$ cat config.mk
export PLATFORM = sky130hd
export DESIGN_NAME = mt_maint_burst_flat
export DESIGN_NICKNAME = d
export VERILOG_FILES = /design/src/rtl/mt_maint_burst_pkg.sv /design/src/rtl/mt_maint_burst_if.sv /design/src/rtl/mt_maint_burst_clkdiv.sv /design/src/rtl/mt_maint_burst.sv /design/src/flat_wrapper.sv
export SDC_FILE = /design/constraint.sdc
export NUM_CORES = 1
export LEC_CHECK = 0
export ABC_AREA = 1
export ABC_CLOCK_PERIOD_IN_PS = 2100
export CORE_ASPECT_RATIO = 2
export CORE_UTILIZATION = 40
export DETAILED_ROUTE_END_ITERATION = 8
export GPL_ROUTABILITY_DRIVEN = 0
export HOLD_SLACK_MARGIN = 0.06
export PLACE_DENSITY = 0.69
export SLEW_MARGIN = 5
export SYNTH_ARGS = -nofsm -noshare
export SYNTH_HDL_FRONTEND = slang
export SYNTH_SLANG_ARGS = --single-unit
$ cat constraint.sdc
create_clock -name clk -period 2.1 [get_ports clk]
set_input_delay 0.63 -clock clk [delete_from_list [all_inputs] [get_ports clk]]
set_output_delay 0.63 -clock clk [all_outputs]
set_load 0.01 [all_outputs]
$ cat src/rtl/mt_maint_burst_pkg.sv
// Shared definitions for the MT maintenance register: field positions, extractors, enums.
package mt_maint_pkg;

    localparam int unsigned DATA_W  = 36;
    localparam int unsigned MM_BIT  = 0;
    localparam int unsigned MOP_LSB = 1;
    localparam int unsigned CNT_LSB = 8;

    // Write-pass opcodes 1..3 arm the maintenance clock by default
    localparam logic [15:0] MC_OP_MASK_DEF = 16'h000E;

    typedef enum logic [3:0] {
        OP_NOP  = 4'd0,
        OP_WRP1 = 4'd1,
        OP_WRP2 = 4'd2,
        OP_WRP3 = 4'd3,
        OP_RDP  = 4'd4
    } mop_e;

    typedef enum logic {
        ST_IDLE  = 1'b0,
        ST_BURST = 1'b1
    } state_e;

    // MM bit of the RH write word
    function automatic logic fld_mm(input logic [DATA_W-1:0] d);
        return 1'(d >> MM_BIT);
    endfunction

    // Write word shifted so MOP sits at bit 0; caller truncates to MOP_W
    function automatic logic [DATA_W-1:0] fld_mop(input logic [DATA_W-1:0] d);
        return d >> MOP_LSB;
    endfunction

    // Write word shifted so the burst count sits at bit 0; caller truncates to CNT_W
    function automatic logic [DATA_W-1:0] fld_cnt(input logic [DATA_W-1:0] d);
        return d >> CNT_LSB;
    endfunction

endpackage

$ cat src/rtl/mt_maint_burst_if.sv
// RH-side bus of the MT maintenance register.
interface mt_maint_burst_if #(
    parameter int unsigned MDF_W = 9,
    parameter int unsigned MOP_W = 4
);
    import mt_maint_pkg::*;

    localparam int unsigned MR_W = MDF_W + MOP_W + 3;

    logic [DATA_W-1:0] mtDATAI;
    logic              mtmrWRITE;
    logic              mtGO;
    logic [MDF_W-1:0]  mtMDF;
    logic [MR_W-1:0]   mtMR;
    logic              mtBUSY;

    modport master (
        output mtDATAI, mtmrWRITE, mtGO, mtMDF,
        input  mtMR, mtBUSY
    );

    modport slave (
        input  mtDATAI, mtmrWRITE, mtGO, mtMDF,
        output mtMR, mtBUSY
    );

endinterface

$ cat src/rtl/mt_maint_burst_clkdiv.sv
// Free-running divide-and-toggle generator: output flips every DIV+1 clocks.
module mt_clkdiv #(
    parameter int unsigned DIV   = 1050,
    parameter int unsigned DIV_W = 11
) (
    input  logic clk,
    input  logic rst,
    output logic clk_out
);

    localparam logic [DIV_W-1:0] RELOAD = DIV_W'(DIV);

    logic [DIV_W-1:0] cnt_q, cnt_d;
    logic             out_q, out_d;

    // Count down; toggle and reload on zero
    always_comb begin
        cnt_d = cnt_q - DIV_W'(1);
        out_d = out_q;
        if (cnt_q == '0) begin
            cnt_d = RELOAD;
            out_d = ~out_q;
        end
    end

    // Divider state
    always_ff @(posedge clk or negedge rst) begin
        if (!rst) begin
            cnt_q <= RELOAD;
            out_q <= 1'b0;
        end else begin
            cnt_q <= cnt_d;
            out_q <= out_d;
        end
    end

    assign clk_out = out_q;

endmodule

$ cat src/rtl/mt_maint_burst.sv
// MT maintenance register with BPI reference clock and burst-capable maintenance clock.
module mt_maint_burst
    import mt_maint_pkg::*;
#(
    parameter int unsigned            MDF_W      = 9,
    parameter int unsigned            MOP_W      = 4,
    parameter int unsigned            BPI_DIV    = 1050,
    parameter int unsigned            DIV_W      = 11,
    parameter logic [(2**MOP_W)-1:0]  MC_OP_MASK = (2**MOP_W)'(MC_OP_MASK_DEF),
    parameter int unsigned            GAP        = 4,
    parameter int unsigned            CNT_W      = 8
) (
    input  logic            clk,
    input  logic            rst,
    mt_maint_burst_if.slave bus
);

    localparam int unsigned      GAP_W      = (GAP > 1) ? $clog2(GAP) : 1;
    localparam logic [GAP_W-1:0] GAP_RELOAD = GAP_W'(GAP - 1);

    state_e           state_q, state_d;
    logic             mm_q, mm_d;
    logic [MOP_W-1:0] mop_q, mop_d;
    logic [CNT_W-1:0] cnt_q, cnt_d;
    logic             mc_q, mc_d;
    logic [CNT_W-1:0] rem_q, rem_d;
    logic [GAP_W-1:0] gap_q, gap_d;
    logic [2:0]       wr_q, wr_d;
    logic             trig_c;
    logic             bpiclk;

    mt_clkdiv #(
        .DIV   (BPI_DIV),
        .DIV_W (DIV_W)
    ) u_bpi (
        .clk     (clk),
        .rst     (rst),
        .clk_out (bpiclk)
    );

    // Register load, write-edge detect and MC burst sequencing
    always_comb begin
        state_d = state_q;
        mm_d    = mm_q;
        mop_d   = mop_q;
        cnt_d   = cnt_q;
        mc_d    = mc_q;
        rem_d   = rem_q;
        gap_d   = gap_q;
        wr_d    = {wr_q[1:0], bus.mtmrWRITE};
        // Trailing edge of the strobe, one trigger however wide the strobe was
        trig_c  = wr_q[2] & ~wr_q[1];

        if (bus.mtmrWRITE) begin
            mm_d  = fld_mm(bus.mtDATAI);
            mop_d = MOP_W'(fld_mop(bus.mtDATAI));
            cnt_d = CNT_W'(fld_cnt(bus.mtDATAI));
        end

        case (state_q)
            ST_IDLE: begin
                if (trig_c && bus.mtGO && MC_OP_MASK[mop_q]) begin
                    mc_d  = ~mc_q;
                    rem_d = (cnt_q == '0) ? '0 : cnt_q - CNT_W'(1);
                    gap_d = GAP_RELOAD;
                    if (rem_d != '0) begin
                        state_d = ST_BURST;
                    end
                end
            end
            ST_BURST: begin
                if (bus.mtmrWRITE) begin
                    state_d = ST_IDLE;
                end else if (gap_q == '0) begin
                    mc_d  = ~mc_q;
                    rem_d = rem_q - CNT_W'(1);
                    gap_d = GAP_RELOAD;
                    if (rem_q == CNT_W'(1)) begin
                        state_d = ST_IDLE;
                    end
                end else begin
                    gap_d = gap_q - GAP_W'(1);
                end
            end
            default: state_d = ST_IDLE;
        endcase

        // Clearing MM parks the maintenance clock low and kills any burst
        if (bus.mtmrWRITE && !fld_mm(bus.mtDATAI)) begin
            mc_d    = 1'b0;
            state_d = ST_IDLE;
        end
    end

    // State registers
    always_ff @(posedge clk or negedge rst) begin
        if (!rst) begin
            state_q <= ST_IDLE;
            mm_q    <= 1'b0;
            mop_q   <= '0;
            cnt_q   <= '0;
            mc_q    <= 1'b0;
            rem_q   <= '0;
            gap_q   <= '0;
            wr_q    <= '0;
        end else begin
            state_q <= state_d;
            mm_q    <= mm_d;
            mop_q   <= mop_d;
            cnt_q   <= cnt_d;
            mc_q    <= mc_d;
            rem_q   <= rem_d;
            gap_q   <= gap_d;
            wr_q    <= wr_d;
        end
    end

    assign bus.mtMR   = {bus.mtMDF, bpiclk, mc_q, mop_q, mm_q};
    assign bus.mtBUSY = (state_q == ST_BURST);

endmodule
$ cat src/flat_wrapper.sv
// flat-port wrapper written by rule: the top's interface ports become plain ports
module mt_maint_burst_flat import mt_maint_pkg::*;
#(
    parameter int unsigned            MDF_W      = 9,
    parameter int unsigned            MOP_W      = 4,
    parameter int unsigned            BPI_DIV    = 1050,
    parameter int unsigned            DIV_W      = 11,
    parameter logic [(2**MOP_W)-1:0]  MC_OP_MASK = (2**MOP_W)'(MC_OP_MASK_DEF),
    parameter int unsigned            GAP        = 4,
    parameter int unsigned            CNT_W      = 8
)
  (clk, rst, bus_mtDATAI, bus_mtmrWRITE, bus_mtGO, bus_mtMDF, bus_mtMR, bus_mtBUSY);
  mt_maint_burst_if #(.MDF_W(MDF_W), .MOP_W(MOP_W)) bus_i ();
  input  logic clk;
  input  logic rst;
  input wire logic [$bits(bus_i.mtDATAI)-1:0] bus_mtDATAI;
  input wire logic [$bits(bus_i.mtmrWRITE)-1:0] bus_mtmrWRITE;
  input wire logic [$bits(bus_i.mtGO)-1:0] bus_mtGO;
  input wire logic [$bits(bus_i.mtMDF)-1:0] bus_mtMDF;
  output wire logic [$bits(bus_i.mtMR)-1:0] bus_mtMR;
  output wire logic [$bits(bus_i.mtBUSY)-1:0] bus_mtBUSY;
  assign bus_i.mtDATAI = bus_mtDATAI;
  assign bus_i.mtmrWRITE = bus_mtmrWRITE;
  assign bus_i.mtGO = bus_mtGO;
  assign bus_i.mtMDF = bus_mtMDF;
  assign bus_mtMR = bus_i.mtMR;
  assign bus_mtBUSY = bus_i.mtBUSY;
  mt_maint_burst #(.MDF_W(MDF_W), .MOP_W(MOP_W), .BPI_DIV(BPI_DIV), .DIV_W(DIV_W), .MC_OP_MASK(MC_OP_MASK), .GAP(GAP), .CNT_W(CNT_W)) u_core (.clk(clk), .rst(rst), .bus(bus_i));
endmodule
==> results of run 1 <==
synth_stat cells (all sizes together):
master / n
o31ai: 1
nor2: 35
inv: 38
buf: 14
nor3: 3
dfrtp: 36
nand3: 22
clkbuf: 3
ha: 6
a21oi: 5
a21boi: 1
dfstp: 4
o211ai: 1
xor2: 6
o21ai: 26
or2: 2
xnor2: 1
nand4: 4
nand2: 76
sequential cells by signal, summed over array words and instances (netlist names):
name,count
u_core.wr_q,3
u_core.mop_q,4
u_core.mc_q,1
u_core.mm_q,1
u_core.cnt_q,8
u_core.rem_q,8
u_core.gap_q,2
u_core.bus.mtBUSY,1
u_core.u_bpi.clk_out,1
u_core.u_bpi.cnt_q,11
how the worst max path moves through the flow:
stage / end / slack (ns) / depth (start not counted)
after floorplan: u_core.rem_q[0] / 0.67 / 7
after global placement: u_core.rem_q[1] / 0.08 / 8
after detailed placement: u_core.rem_q[0] / 0.06 / 8
after CTS: bus_mtMR[2] / 0.21 / 1
after global routing: bus_mtMR[2] / 0.18 / 1
final: bus_mtMR[2] / 0.22 / 1
worst register-to-register path, delay by kind of cell (launching register included):
| family | cells | cell delay, ns |
|---|---|---|
| simple gates | 8 | 0.80 |
| flops | 1 | 0.39 |
| fa+ha+maj | 1 | 0.18 |
| buf+inv | 2 | 0.22 |
power groups by stage:
stage | Combinational, uW | Clock (uW) | Sequential [uW]
after global routing | 603 | 700 | 965
final | 522 | 664 | 954
after global placement | 512 | 0 | 962
after CTS | 526 | 679 | 952
after floorplan | 386 | 0 | 952
after detailed placement | 526 | 0 | 964
final cells by class:
| type | count | area, um^2 |
|---|---|---|
| Clock buffer | 6 | 82.6 |
| Clock inverter | 2 | 38.8 |
| Fill cell | 564 | 2790 |
| Inverter | 38 | 145 |
| Multi-Input combinational cell | 189 | 987 |
| Sequential cell | 40 | 1010 |
| Tap cell | 60 | 75.1 |
| Timing Repair Buffer | 29 | 298 |
stage by stage:
stage	hold slack [ns]	worst slack (ns)	cell area, um^2	std cells	total power (uW)
after floorplan	0.331	0.669	2270	284	1340
after global placement	0.333	0.0835	2510	356	1470
after detailed placement	0.347	0.0598	2510	356	1490
after CTS	0.268	0.209	2630	364	2160
after global routing	0.276	0.177	2630	364	2270
final	0.253	0.221	2630	364	2140
layer usage:
metal | share of wire | routed length [um]
met3 | 0.024 | 105
met1 | 0.37 | 1600
met2 | 0.58 | 2520
met5 | 0 | 0
met4 | 0.027 | 119
cell families after synthesis:
kind of cell,share of synthesized area
and+or+nand+nor,0.283
buffers and inverters,0.120
DFF,0.444
AOI/OAI and AO/OA,0.0922
xor gates and xnor gates,0.0271
adders and majority gates,0.0331
==> flow_metrics.tcl, run 1 <==
set metrics [dict create \
    core_area_um2 5420 \
    crit_type "register to output pin" \
    area_delta_synth_final_pct 16.2 \
    hold_viol_final 0 \
    drive_gt1_frac 0.145 \
    maxSlewViolCount 0 \
    path_delay_family "buffers and inverters" \
    ioPinCount 66 \
    cts_tree "yes" \
    track_usage 0.159 \
    power.net_switching_uw 661 \
    p_int_uw 1480 \
    dp_hpwl_mm 3.41 \
    max_stage_delay_ns 0.55 \
    cts_root_buffer "clkbuf_8" \
    reg2reg_from "u_core.cnt_q[0]" \
    use_met2 0.322 \
    antenna_found_initial 0 \
    worstRegToRegCells 11 \
    slowest_stage "clkdlybuf4s50_1" \
    port_buffers 24 \
    use_met1 0.142 \
    fin_skew_ns 0.00684 \
    postCtsSetupBuffers 0 \
    worst_pin_slew_ns 0.407 \
    die_w_um 55.2 \
    htreeDepth 2 \
    antenna_cells 0 \
    required_ns 1.47 \
    synth.distinct_cells 30 \
    swShare 0.309 \
    grt_max_degree 26 \
    setup_violations 0 \
    seqPwrFrac 0.446 \
    first_pass_iters 4 \
    layout_commonest_cell "nand2_1" \
    startpoint_type "register" \
    synth_nets 339 \
    rsz0062_at_grt "no" \
    use_met3 0.0311 \
    tns_ns 0 \
    syn_avg_cell_area_um2 7.98 \
    clk_pin_slew_ns 0.08 \
    vias_per_cell 4.90 \
    arrival_ns 1.25 \
    ir_drop_uv 564 \
    cp_max_fo 3 \
    drc 0 \
    cts_hold_buffers 0 \
    ys_top_cells_by_area "dfrtp_1 (40%), nand2_1 (12%), inv_1 (5.8%)" \
    ctsResizeCount 0 \
    power_density_nw_per_um2 813 \
    p_clk_frac 0.310 \
    hold_class "input pin to async pin" \
    max_slew_margin 0.729 \
    clk_latency_ns 0.29 \
    status "finished clean" \
    grt_pass1_wl_mm 7.51 \
    rows 38 \
    ant_nets 0 \
    synth_seq_area_share 0.444 \
    total_leakage_power_uw 0.00129 \
    drv_cap 0 \
    r2r_end "u_core.bus.mtBUSY" \
    fmax_mhz 532 \
    cts_buffer_depth 2 \
    start_util 0.418 \
    synth-seq-cells 40 \
    rrSetupSlack_ns 0.42 \
    wirelength_mm 4.35 \
    avgRoutedWirePerCell_um 11.9 \
    synth_top_cell_by_area "dfrtp_1" \
    final_cell_mix "nand2_1 (71), dfrtp_1 (36), inv_1 (35), nor2_1 (32), clkdlybuf4s50_1 (23)" \
    synth_top_area_frac 0.398 \
    cts_num_sinks 40 \
    combPwrFrac 0.244 \
    vias 1783 \
    grt_overflow 0 \
    dieHeight_um 108 \
    worstSetupEndpointType "output pin" \
    grt_pass1_vias 1804 \
    worstPathCellList "clkdlybuf4s50_1" \
    yosys_warnings 0 \
    path_buf_inv 1 \
    fin_nets 358 \
    crit_start "u_core.mop_q[1]" \
    die_area_um2 5990 \
    drt_iter0_markers 29 \
    postLayoutCoreUtil 0.486 \
    min_period_over_period 0.895 \
    layout_min_cycle_time_ns 1.88 \
    postSynthCellCount 284 \
    syn_area_um2 2270 \
    busiest_layer "met2" \
    cts_made_buffers 5 \
]
No activity file was read; power rests on OpenSTA's default activity.
==> run 2: changes to the inputs <==
--- a/config.mk
+++ b/config.mk
@@ -6,7 +6,6 @@
 export NUM_CORES = 1
 export LEC_CHECK = 0
 export ABC_AREA = 1
-export ABC_CLOCK_PERIOD_IN_PS = 2100
 export CORE_ASPECT_RATIO = 2
 export CORE_UTILIZATION = 40
 export DETAILED_ROUTE_END_ITERATION = 8
==> results of run 2 <==
Final layout, timing and power as in run 1 (identical DEF).
==> run 3: changes to the inputs <==
--- a/config.mk
+++ b/config.mk
@@ -7,6 +7,7 @@
 export LEC_CHECK = 0
 export ABC_AREA = 1
 export CORE_ASPECT_RATIO = 2
+export CORE_MARGIN = 4
 export CORE_UTILIZATION = 40
 export DETAILED_ROUTE_END_ITERATION = 8
 export GPL_ROUTABILITY_DRIVEN = 0
==> run 3 against run 2 <==
Net effect: combinational power barely moved; sequential power down 0.4%; clock skew fell by 0.0027 ns; clock power up 3%; critical path type unchanged; register-to-register slack got worse by 0.03 ns; largest cell class unchanged.
==> flow_metrics.tcl, run 3 (synthesis results as in run 1) <==
set metrics [dict create \
    status "finished clean" \
    start_util 0.414 \
    startpoint_type "register" \
    power_density_nw_per_um2 816 \
    cts_buffer_depth 2 \
    setup_violations 0 \
    rows 38 \
    cts_root_buffer "clkbuf_8" \
    ir_drop_uv 699 \
    grt_pass1_vias 1833 \
    ctsResizeCount 0 \
    layout_commonest_cell "nand2_1" \
    wirelength_mm 4.35 \
    slowest_stage "clkdlybuf4s50_1" \
    path_buf_inv 1 \
    grt_max_degree 20 \
    drt_iter0_markers 59 \
    drive_gt1_frac 0.145 \
    fin_nets 358 \
    fin_skew_ns 0.00414 \
    first_pass_iters 4 \
    multi_input_comb_area_um2 987 \
    ant_nets 0 \
    vias 1807 \
    min_period_over_period 0.891 \
    largest_reg_flops 11 \
    hold_class "input pin to async pin" \
    drv_cap 0 \
    finalWorstSetupSlack_ns 0.229 \
    pre_cts_slack_ns 0.0648 \
    grt_pass1_wl_mm 7.51 \
    arrival_ns 1.24 \
    area_delta_synth_final_pct 16.4 \
    fmax_mhz 535 \
    crit_start "u_core.mop_q[0]" \
    antenna_cells 0 \
    total_leakage_power_uw 0.00129 \
    ff_latch_area_um2 1010 \
    cp_max_fo 3 \
    cts_tree "yes" \
    cts_made_buffers 5 \
    worst_pin_slew_ns 0.334 \
    avgRoutedWirePerCell_um 12.0 \
    postLayoutCoreUtil 0.482 \
    core_area_um2 5470 \
    worstPathCellList "clkdlybuf4s50_1" \
    ioPinCount 66 \
    reg_top3 "u_core.u_bpi.cnt_q x11, u_core.cnt_q x8, u_core.rem_q x8" \
    max_stage_delay_ns 0.57 \
    worstSetupEndpointType "output pin" \
    maxSlewViolCount 0 \
    clk_latency_ns 0.29 \
    vias_per_cell 4.96 \
    dieHeight_um 114 \
    postCtsSetupBuffers 0 \
    cts_hold_buffers 0 \
    largest-register "u_core.u_bpi.cnt_q" \
    max_slew_margin 0.777 \
    die_area_um2 7010 \
    grt_overflow 0 \
    cts_num_sinks 40 \
    crit_type "register to output pin" \
    die_w_um 61.2 \
    hold_viol_final 0 \
    rsz0062_at_grt "no" \
    layout_min_cycle_time_ns 1.87 \
    dp_hpwl_mm 3.45 \
    htreeDepth 2 \
    dp_cells 356 \
    required_ns 1.47 \
    timing.hold.ws_ns 0.231 \
    nFillCells 530 \
    tns_ns 0 \
    antenna_found_initial 0 \
    reg2reg_from "u_core.cnt_q[0]" \
    drc 0 \
    layoutNonFillerInstCount 364 \
    path_delay_family "buffers and inverters" \
    final_cell_mix "nand2_1 (71), dfrtp_1 (36), inv_1 (35), nor2_1 (32), clkdlybuf4s50_1 (23)" \
    clk_pin_slew_ns 0.08 \
    port_buffers 24 \
    track_usage 0.142 \
]
-- run 3: cell count changes in the layout (fill, tap and decap cells not counted) --
cell      delta
clkbuf_8     +1
clkinv_4     -1
-- run 3: through the flow --
step | total power, uW | instance area (um^2)
6_report | 2150 | 2640
5_1_grt | 2300 | 2640
4_1_cts | 2180 | 2640
3_5_place_dp | 1490 | 2510
3_3_place_gp | 1470 | 2510
2_1_floorplan | 1340 | 2270
-- run 3: final cells by class --
| type | count | share of cell area |
|---|---|---|
| flip-flops and latches | 40 | 0.381 |
| inverters | 38 | 0.0550 |
| repair buffers | 29 | 0.113 |
| clock inverters | 1 | 0.0114 |
| well taps | 60 | 0.0285 |
| multi-input cells | 189 | 0.374 |
| clock buffers | 7 | 0.0365 |
-- run 3: layer usage --
metal	wire [um]	vias up	GRT usage	share of wire
li1	-	912	-	-
met1	1540	845	0.133	0.35
met2	2530	38	0.262	0.58
met3	143	12	0.0293	0.033
met4	140	0	0.0839	0.032
met5	0	-	0	0
-- run 3: path summary, 6_finish.rpt --
kind,endpoint,slack [ns],depth (start not counted)
worst max-delay path,bus_mtMR[1],0.23,1
worst min-delay path,u_core.mm_q,0.23,1
worst max register to register,u_core.bus.mtBUSY,0.39,11
worst min register to register,u_core.wr_q[1],0.35,0
max in group asynchronous,u_core.u_bpi.cnt_q[1],1.38,2
min in group clk,u_core.wr_q[1],0.35,0
-- run 3: power breakdown --
| group | internal, uW | total [uW] | switching [uW] |
|---|---|---|---|
| combinational | 211 | 520 | 309 |
| sequential | 879 | 950 | 71.0 |
| clock | 419 | 681 | 262 |
| total | 1510 | 2150 | 642 |
